$ cat src/rtl/microop_seq_unit_pkg.sv
// Shared opcodes, FSM encoding and opcode classification for the microop sequencer.
// Logic ops and zero-distance shifts finish in one cycle; other shifts take SHAMT cycles.
package microop_pkg;

  localparam logic [2:0] OP_AND = 3'b000;
  localparam logic [2:0] OP_OR  = 3'b001;
  localparam logic [2:0] OP_XOR = 3'b010;
  localparam logic [2:0] OP_NOT = 3'b011;
  localparam logic [2:0] OP_SHL = 3'b100;
  localparam logic [2:0] OP_SHR = 3'b101;
  localparam logic [2:0] OP_ROL = 3'b110;
  localparam logic [2:0] OP_ROR = 3'b111;

  localparam logic [0:0] ST_IDLE  = 1'b0;
  localparam logic [0:0] ST_SHIFT = 1'b1;

  function automatic logic is_shift(input logic [2:0] op);
    return op[2];
  endfunction

endpackage

$ cat src/rtl/microop_seq_unit_if.sv
// START/BUSY/DONE request bus between a requester and the microop sequencer.
// ZERO/COUT exist only when MICROOP_FLAGS_EN is defined.
interface microop_seq_unit_if #(
  parameter int WIDTH = 8
);
  logic             START;
  logic [2:0]       OP;
  logic [WIDTH-1:0] A;
  logic [WIDTH-1:0] B;
  logic             BUSY;
  logic             DONE;
  logic [WIDTH-1:0] F;
`ifdef MICROOP_FLAGS_EN
  logic             ZERO;
  logic             COUT;
`endif

  modport master (
    output START, OP, A, B,
`ifdef MICROOP_FLAGS_EN
    input  ZERO, COUT,
`endif
    input  BUSY, DONE, F
  );

  modport slave (
    input  START, OP, A, B,
`ifdef MICROOP_FLAGS_EN
    output ZERO, COUT,
`endif
    output BUSY, DONE, F
  );

endinterface

$ cat src/rtl/microop_seq_unit_logic.sv
// Combinational WIDTH-bit AND/OR/XOR/NOT-A selector; op_i is the low two opcode bits.
module microop_logic_slice #(
  parameter int WIDTH = 8
) (
  input  logic [1:0]       op_i,
  input  logic [WIDTH-1:0] a_i,
  input  logic [WIDTH-1:0] b_i,
  output logic [WIDTH-1:0] f_o
);

  always_comb begin
    f_o = '0;
    case (op_i)
      2'b00:   f_o = a_i & b_i;
      2'b01:   f_o = a_i | b_i;
      2'b10:   f_o = a_i ^ b_i;
      default: f_o = ~a_i;
    endcase
  end

endmodule

$ cat src/rtl/microop_seq_unit.sv
// Registered logic/shift microop unit: one-cycle logic ops, one-bit-per-clock shifts/rotates.
// Optional ZERO/COUT result flags are enabled with `define MICROOP_FLAGS_EN.
module microop_seq_unit
  import microop_pkg::*;
#(
  parameter int WIDTH = 8
) (
  input logic               CLK,
  input logic               RST,
  microop_seq_unit_if.slave bus
);

  localparam int SW = $clog2(WIDTH);

  logic [0:0]       state_q, state_d;
  logic [WIDTH-1:0] work_q,  work_d;
  logic [SW-1:0]    cnt_q,   cnt_d;
  logic [2:0]       op_q,    op_d;
  logic             busy_q,  busy_d;
  logic             done_q,  done_d;
  logic [WIDTH-1:0] f_q,     f_d;
`ifdef MICROOP_FLAGS_EN
  logic             zero_q,  zero_d;
  logic             cout_q,  cout_d;
`endif

  logic [SW-1:0]    shamt;
  logic [WIDTH-1:0] logic_f;
  logic [WIDTH-1:0] work_nxt;
  logic             out_bit;

  assign shamt = bus.B[SW-1:0];

  microop_logic_slice #(.WIDTH(WIDTH)) u_logic (
    .op_i (bus.OP[1:0]),
    .a_i  (bus.A),
    .b_i  (bus.B),
    .f_o  (logic_f)
  );

  // out_bit is the bit leaving the word (shifts) or crossing the boundary (rotates).
  always_comb begin
    work_nxt = work_q;
    out_bit  = 1'b0;
    case (op_q)
      OP_SHL: begin
        work_nxt = {work_q[WIDTH-2:0], 1'b0};
        out_bit  = work_q[WIDTH-1];
      end
      OP_SHR: begin
        work_nxt = {1'b0, work_q[WIDTH-1:1]};
        out_bit  = work_q[0];
      end
      OP_ROL: begin
        work_nxt = {work_q[WIDTH-2:0], work_q[WIDTH-1]};
        out_bit  = work_q[WIDTH-1];
      end
      default: begin
        work_nxt = {work_q[0], work_q[WIDTH-1:1]};
        out_bit  = work_q[0];
      end
    endcase
  end

  always_comb begin
    state_d = state_q;
    work_d  = work_q;
    cnt_d   = cnt_q;
    op_d    = op_q;
    busy_d  = busy_q;
    done_d  = 1'b0;
    f_d     = f_q;
`ifdef MICROOP_FLAGS_EN
    zero_d  = zero_q;
    cout_d  = cout_q;
`endif
    case (state_q)
      ST_IDLE: begin
        if (bus.START) begin
          if (is_shift(bus.OP) && (shamt != '0)) begin
            work_d  = bus.A;
            cnt_d   = shamt;
            op_d    = bus.OP;
            busy_d  = 1'b1;
            state_d = ST_SHIFT;
          end else begin
            f_d    = is_shift(bus.OP) ? bus.A : logic_f;
            done_d = 1'b1;
`ifdef MICROOP_FLAGS_EN
            zero_d = (f_d == '0);
            cout_d = 1'b0;
`endif
          end
        end
      end
      default: begin
        work_d = work_nxt;
        cnt_d  = cnt_q - SW'(1);
        if (cnt_q == SW'(1)) begin
          f_d     = work_nxt;
          done_d  = 1'b1;
          busy_d  = 1'b0;
          state_d = ST_IDLE;
`ifdef MICROOP_FLAGS_EN
          zero_d  = (work_nxt == '0);
          cout_d  = out_bit;
`endif
        end
      end
    endcase
  end

  always_ff @(posedge CLK) begin
    if (RST) begin
      state_q <= ST_IDLE;
      work_q  <= '0;
      cnt_q   <= '0;
      op_q    <= '0;
      busy_q  <= 1'b0;
      done_q  <= 1'b0;
      f_q     <= '0;
`ifdef MICROOP_FLAGS_EN
      zero_q  <= 1'b0;
      cout_q  <= 1'b0;
`endif
    end else begin
      state_q <= state_d;
      work_q  <= work_d;
      cnt_q   <= cnt_d;
      op_q    <= op_d;
      busy_q  <= busy_d;
      done_q  <= done_d;
      f_q     <= f_d;
`ifdef MICROOP_FLAGS_EN
      zero_q  <= zero_d;
      cout_q  <= cout_d;
`endif
    end
  end

  assign bus.BUSY = busy_q;
  assign bus.DONE = done_q;
  assign bus.F    = f_q;
`ifdef MICROOP_FLAGS_EN
  assign bus.ZERO = zero_q;
  assign bus.COUT = cout_q;
`endif

endmodule

$ cat src/flat_wrapper.sv
// flat-port wrapper written by rule: the top's interface ports become plain ports
module microop_seq_unit_flat import microop_pkg::*;
#(
  parameter int WIDTH = 8
)
  (CLK, RST, bus_START, bus_OP, bus_A, bus_B, bus_BUSY, bus_DONE, bus_F);
  microop_seq_unit_if #(.WIDTH(WIDTH)) bus_i ();
  input logic CLK;
  input logic RST;
  input wire logic [$bits(bus_i.START)-1:0] bus_START;
  input wire logic [$bits(bus_i.OP)-1:0] bus_OP;
  input wire logic [$bits(bus_i.A)-1:0] bus_A;
  input wire logic [$bits(bus_i.B)-1:0] bus_B;
  output wire logic [$bits(bus_i.BUSY)-1:0] bus_BUSY;
  output wire logic [$bits(bus_i.DONE)-1:0] bus_DONE;
  output wire logic [$bits(bus_i.F)-1:0] bus_F;
  assign bus_i.START = bus_START;
  assign bus_i.OP = bus_OP;
  assign bus_i.A = bus_A;
  assign bus_i.B = bus_B;
  assign bus_BUSY = bus_i.BUSY;
  assign bus_DONE = bus_i.DONE;
  assign bus_F = bus_i.F;
  microop_seq_unit #(.WIDTH(WIDTH)) u_core (.CLK(CLK), .RST(RST), .bus(bus_i));
endmodule
$ cat config.mk
export PLATFORM = sky130hd
export DESIGN_NAME = microop_seq_unit_flat
export DESIGN_NICKNAME = d
export VERILOG_FILES = /design/src/rtl/microop_seq_unit_pkg.sv /design/src/rtl/microop_seq_unit_if.sv /design/src/rtl/microop_seq_unit_logic.sv /design/src/rtl/microop_seq_unit.sv /design/src/flat_wrapper.sv
export SDC_FILE = /design/constraint.sdc
export NUM_CORES = 1
export LEC_CHECK = 0
export CORE_UTILIZATION = 53
export DETAILED_ROUTE_END_ITERATION = 6
export GPL_ROUTABILITY_DRIVEN = 0
export PLACE_DENSITY = 0.83
export SLEW_MARGIN = 0
export SYNTH_ARGS = -nofsm -noshare
export SYNTH_HDL_FRONTEND = slang
export SYNTH_SLANG_ARGS = --single-unit
$ cat constraint.sdc
create_clock -name CLK -period 1.3 [get_ports CLK]
set_input_delay 0.26 -clock CLK [delete_from_list [all_inputs] [get_ports CLK]]
set_output_delay 0.26 -clock CLK [all_outputs]
set_load 0.01 [all_outputs]
# Word-level counts from Yosys, hierarchy flattened
# Cells that the tools add are included.
[classes]
add_sub_neg = 1
multipliers = 0
n_div = 0
magnitude_cmp = 0
eq_ne = 8
shift = 0
n_mux = 25
bitwise_logic = 5
n_reduce_logical = 9
[ops]
columns = ["op", "count"]
rows = [
  ["8-bit two-way mux", 8],
  ["8-bit case mux with 3 select lines", 2],
  ["1-bit two-way mux", 12],
  ["3-bit == test, second input constant", 3],
  ["3-bit two-way mux", 3],
  ["3-bit AND reduction", 3],
  ["8-bit bitwise AND", 1],
  ["8-bit inverter", 1],
  ["8-bit bitwise OR", 1],
  ["8-bit XOR", 1],
  ["2-bit nonzero test", 2],
  ["3-bit by 1-bit == test with 1-bit output, second input constant", 1],
  ["3-bit nonzero test", 1],
  ["3-bit by 1-bit subtractor with 3-bit output, second input constant", 1],
  ["2-bit by 1-bit == test with 1-bit output, second input constant", 1],
  ["2-bit == test, second input constant", 1],
  ["2-bit zero test", 1],
  ["2-bit by 1-bit != test with 1-bit output, second input constant", 1],
  ["2-bit != test, second input constant", 1],
  ["2-bit AND reduction", 1],
  ["1-bit logical AND", 1],
  ["1-bit inverter", 1],
]
[totals]
regBits = 25
latch_bits = 0
ramBits = 0
mem_bits_ro = 0
in_bits = 22
output_inout_bits = 10
word_cells = 55
memories = 0

# Logic depth before layout (Yosys ltp)
[logic_depth]
ltp_word = 6
depth_mapped = 7
mapped_depth_nobuf = 6

# By module
# From an unflattened synthesis, not the netlist that was laid out.
[hier_totals]
cells_unflattened = 211
hier_area_um2 = 1820.5
[modules_own_cells]
columns = ["module", "n_inst", "cells_each", "area_per_inst_um2"]
rows = [
  ["microop_seq_unit", 1, 161, 1327.5],
  ["microop_logic_slice", 1, 50, 493.0],
]

# Least setup slack after synthesis
# OpenSTA, ideal clock, no wires.
[synth_timing]
path_kind = "register to register"
startpoint = "register u_core.state_q"
endpoint = "register u_core.f_q[0], in the netlist u_core.bus.F[0]"
arrival_ns = 1.085
required_ns = 1.168
slack_ns = 0.083
path_stages_with_launch = 7
path_buffers = 2
cell_sequence = "dfxtp_1 > buf_2 > nand3b_1 > o21a_1 > buf_2 > nand2_1 > a21oi_1"
[synth_via]
elab_chain_cells = 2
elab_cells_between_ends = 5
cone_classes = "eq/ne: 2; mux: 1; reduce/logical: 2"
[synth_rtl]
columns = ["item", "line", "rtl"]
rows = [
  ["start, declared", "microop_seq_unit.sv:15", "logic [0:0] state_q, state_d;"],
  ["start signal, assigned", "microop_seq_unit.sv:127", "state_q <= state_d;"],
  ["2-bit by 1-bit != test with 1-bit output (no source line), or another cell as far along", "-", ""],
  ["3-bit AND reduction (no source line)", "-", ""],
  ["end signal, assigned", "microop_seq_unit.sv:121", "f_q <= '0;"],
  ["end signal, assigned", "microop_seq_unit.sv:133", "f_q <= f_d;"],
  ["end, declared", "microop_seq_unit.sv:21", "logic [WIDTH-1:0] f_q, f_d;"],
]
# Parallel ways exist; a longest one is shown, timed or not.
# A chain may end at the register's enable or synchronous reset.

# Final worst setup path
[layout_timing]
startpoint = "input port bus_B[2]"
endpoint = "register u_core.f_q[2], in the netlist u_core.bus.F[2]"
[layout_via]
elab_chain_cells = 6
elab_cells_between_ends = 12
cone_classes = "eq/ne: 1; mux: 5; bitwise: 3; reduce/logical: 3"
[layout_rtl]
columns = ["item", "line", "rtl"]
rows = [
  ["start, declared", "flat_wrapper.sv:13", "input wire logic [$bits(bus_i.B)-1:0] bus_B;"],
  ["8-bit XOR, or another cell as far along", "microop_seq_unit_logic.sv:16", "2'b10: f_o = a_i ^ b_i;"],
  ["8-bit case mux with 3 select lines", "microop_seq_unit_logic.sv:13", "case (op_i)"],
  ["8-bit two-way mux", "microop_seq_unit.sv:87", "f_d = is_shift(bus.OP) ? bus.A : logic_f;"],
  ["8-bit two-way mux", "microop_seq_unit.sv:80", "if (is_shift(bus.OP) && (shamt != '0)) begin"],
  ["8-bit two-way mux", "microop_seq_unit.sv:79", "if (bus.START) begin"],
  ["8-bit two-way mux", "microop_seq_unit.sv:77", "case (state_q)"],
]
# Parallel ways exist; a longest one is shown, timed or not. The select of a mux whose other input is x is not followed.

==> metrics.csv <==
stage,metric,value,unit
status,status,completed,
global_routing,grt_pass1_wl,7.52,mm
sta,tightest_slew,275,ps
drt,routed_wl,4.86,mm
setup_path,r2r_slack,20,ps
power,leakage,0.00125,µW
sta,hold_violations,0,
setup_path,worstPathRequired,1540,ps
synth,async_flop_share,0,
synth,synth_edf_count,0,
clock_network,cts_tree,done,
run,cap_violations,0,
finish,seqCellArea,508,µm²
synth,synth_top_area_frac,0.275,
synth,yosysWarnings,0,
sta,drv_slew,0,
finish,num-fill-cells,235,
finish,nets,315,
global_routing,grt_max_degree,26,
drt,drc,0,
finish,mostFrequentLayoutCell,buf_4,
finish,most-common-layout-cells,"31 x buf_4, 27 x nand2_1, 22 x dlygate4sd2_1, 19 x inv_1, 19 x dfxtp_1",
clock_network,ctsLongestPathBuffers,2,
placed_design,place_ws,-602,ps
sta,relSlewSlack,0.816,
setup_path,crit_type,primary input to flip-flop,
sta,fin_skew,1.10,ps
setup_path,critical_path_buf_inv_count,2,
floorplanning,initial_utilization,0.577,
floorplanning,io_pins,32,
sta,fin_crit,1290,ps
setup_path,path_cells,dlygate4sd2_1 > inv_1 > ha_1 > mux2i_1 > o21ai_1 > o211ai_1 > a21oi_1,
setup_path,reg2reg_from,u_core.op_q[2],
drt,antenna_left,0,
power,pwr-share-seq,0.466,
clock_network,cts.reportedPaths.clkPinSlew,140,ps
synth,syn_nets,258,
setup_path,worst_r2r_endpoint,u_core.bus.F[0],
clock_network,cts.sinks,25,
floorplanning,die_h,60.6,µm
floorplanning,die_area,3670,µm²
clock_network,cts_made_buffers,3,
synth,ys_seq_area_frac,0.275,
sta,period_share,0.990,
setup_path,end_kind,flip-flop,
power,switchingPower,622,µW
global_routing,gr-total-overflow,0,
drt,wl_per_cell,15.3,µm
synth,synth_area_leaders,"dfxtp_1 28%, ha_1 12%, mux2i_1 9.4%, nand2_1 5.6%, inv_1 4.1%",
clock_network,clk_latency,330,ps
power,total_power,1890,µW
floorplanning,die_w,60.6,µm
sta,setup_slack,13.0,ps
setup_path,reg2reg_depth,5,
drt,routed-via-count,1822,
setup_path,path_delay_family,buffers and inverters,
finish,drive_above_1_share,0.208,
hold_path,hold_end,u_core.work_q[4],
hold_path,holdCritStartpoint,bus_A[4],
finish,area_delta_synth_final,35.8,%
drt,vias_per_cell,5.73,
synth,netlist-cell-type-count,37,
global_routing,grt_pass1_vias,1707,
drt,drt_iter0_markers,135,
finish,fin_util,0.783,
power,switching_share,0.330,
setup_path,cp_slowest_cell,dlygate4sd2_1,
power,power.share.combinational,0.336,
setup_path,cp.arrival,1530,ps
synth,syn_avg_cell_area,8.34,µm²
sta,finalSetupViolations,0,
floorplanning,rows,20,
power,irDropWorstVdd,364,µV
sta,rsz0062_at_grt,true,
clock_network,cts_hold_buf,0,
setup_path,crit_path_start_kind,primary input,
sta,setup-tns-final,0,ps
synth,synth_cells,218,
global_routing,grt_usage,0.273,
clock_network,cts-root-buf,clkbuf_4,
synth,synth-seq-cells,25,
finish,multi_input_area,1200,µm²
drt,dr.pass1.iters,4,
setup_path,path_max_fanout,6,
sta,clock.fmax,0.777,GHz
synth,synth_area,1820,µm²
placed_design,dp_hpwl,3.45,mm
hold_path,worstHoldPathType,primary input to flip-flop,
power,power.density,764,nW/µm²
power,internal_power,1260,µW
synth,ys.flop_type,dfxtp_1,
floorplanning,core,3150,µm²
power,pwr-share-clk,0.198,
hold_path,hold_path_depth,4,
placed_design,numPortBuffers,31,
global_routing,antenna_found_initial,0,
finish,antenna_cells,0,
clock_network,htree_levels,1,
setup_path,cpPeakStageDelay,330,ps
synth,synth_top_area_cell,dfxtp_1,
## cells by family (layout without fill, tap and decap cells)
family | count (synthesis) | after routing | synth area share
mux | 17 | 17 | 0.0936
compound gates | 67 | 67 | 0.264
fa+ha+maj | 18 | 18 | 0.124
simple gates | 56 | 56 | 0.156
buf+inv | 35 | 91 | 0.0867
flops | 25 | 25 | 0.275
## sequential cells by signal, summed over array words and instances (netlist names)
name and cells:
u_core.bus.BUSY 1, u_core.bus.DONE 1, u_core.bus.F 8, u_core.cnt_q 3
u_core.op_q 3, u_core.state_q 1, u_core.work_q 8
## worst reg2reg max path, stage by stage, from the launching register on
cell and delay [ps]:
dfxtp_2 370, buf_4 150, and4b_1 180, a211o_1 290, o211ai_1 100, a21oi_1 90
## routing by layer
layer	track usage	vias up	wire length [µm]
met2	0.443	63	2480
met4	0.0877	0	49
li1	-	887	-
met3	0.0426	5	230
met5	0	-	0
met1	0.371	867	2110
## layout make-up
type	instances	share of cell area
Clock buffer	3	0.00912
Clock inverter	1	0.00203
Inverter	21	0.0329
Multi-Input combinational cell	158	0.487
Sequential cell	25	0.206
Tap cell	44	0.0223
Timing Repair Buffer	66	0.241
## Yosys cell counts, types with 2 or more instances
master / number
o21ai_1: 2
o211ai_1: 8
clkbuf_1: 3
mux2i_1: 17
a211o_1: 7
o21ai_0: 9
a311oi_1: 2
buf_4: 3
nand2b_1: 11
a21oi_1: 13
dfxtp_1: 25
inv_1: 20
and3b_1: 6
nor2_1: 7
nand2_1: 27
ha_1: 18
a22o_1: 8
a31oi_1: 8
buf_2: 6
## timing repair
item	in CTS	in global routing
resized for setup	37	21
setup buffers	0	1
endpoints found under the setup margin	31	12
pin swaps	14	14
cloned	0	0
## power by group through the flow
stage | registers [µW] | clock network, µW | logic [µW]
3_3_place_gp | 886 | 0 | 604
4_1_cts | 873 | 370 | 611
2_1_floorplan | 889 | 0 | 327
6_report | 879 | 372 | 634
3_5_place_dp | 890 | 0 | 624
5_1_grt | 885 | 406 | 691
## how the worst max path moves through the flow
stage                    startpoint               to  slack, ps  cells after the start
floorplan            u_core.state_q  u_core.bus.F[0]         80                      6
global placement           bus_B[2]  u_core.bus.F[2]       -540                      7
detailed placement         bus_B[2]  u_core.bus.F[2]       -600                      7
CTS                        bus_A[2]  u_core.bus.F[2]        -30                      7
global route        u_core.cnt_q[1]  u_core.bus.F[4]        -50                      6
finish                     bus_B[2]  u_core.bus.F[2]         10                      7
## metrics by stage
| step | hold WS, ps | cells | instance area, µm² |
|---|---|---|---|
| after global routing | 355 | 318 | 2470 |
| after global placement | 443 | 313 | 2380 |
| after CTS | 469 | 317 | 2410 |
| after detailed placement | 450 | 313 | 2380 |
| after floorplan | 396 | 218 | 1820 |
| final | 341 | 318 | 2470 |
(Power assumes the default switching activity.)
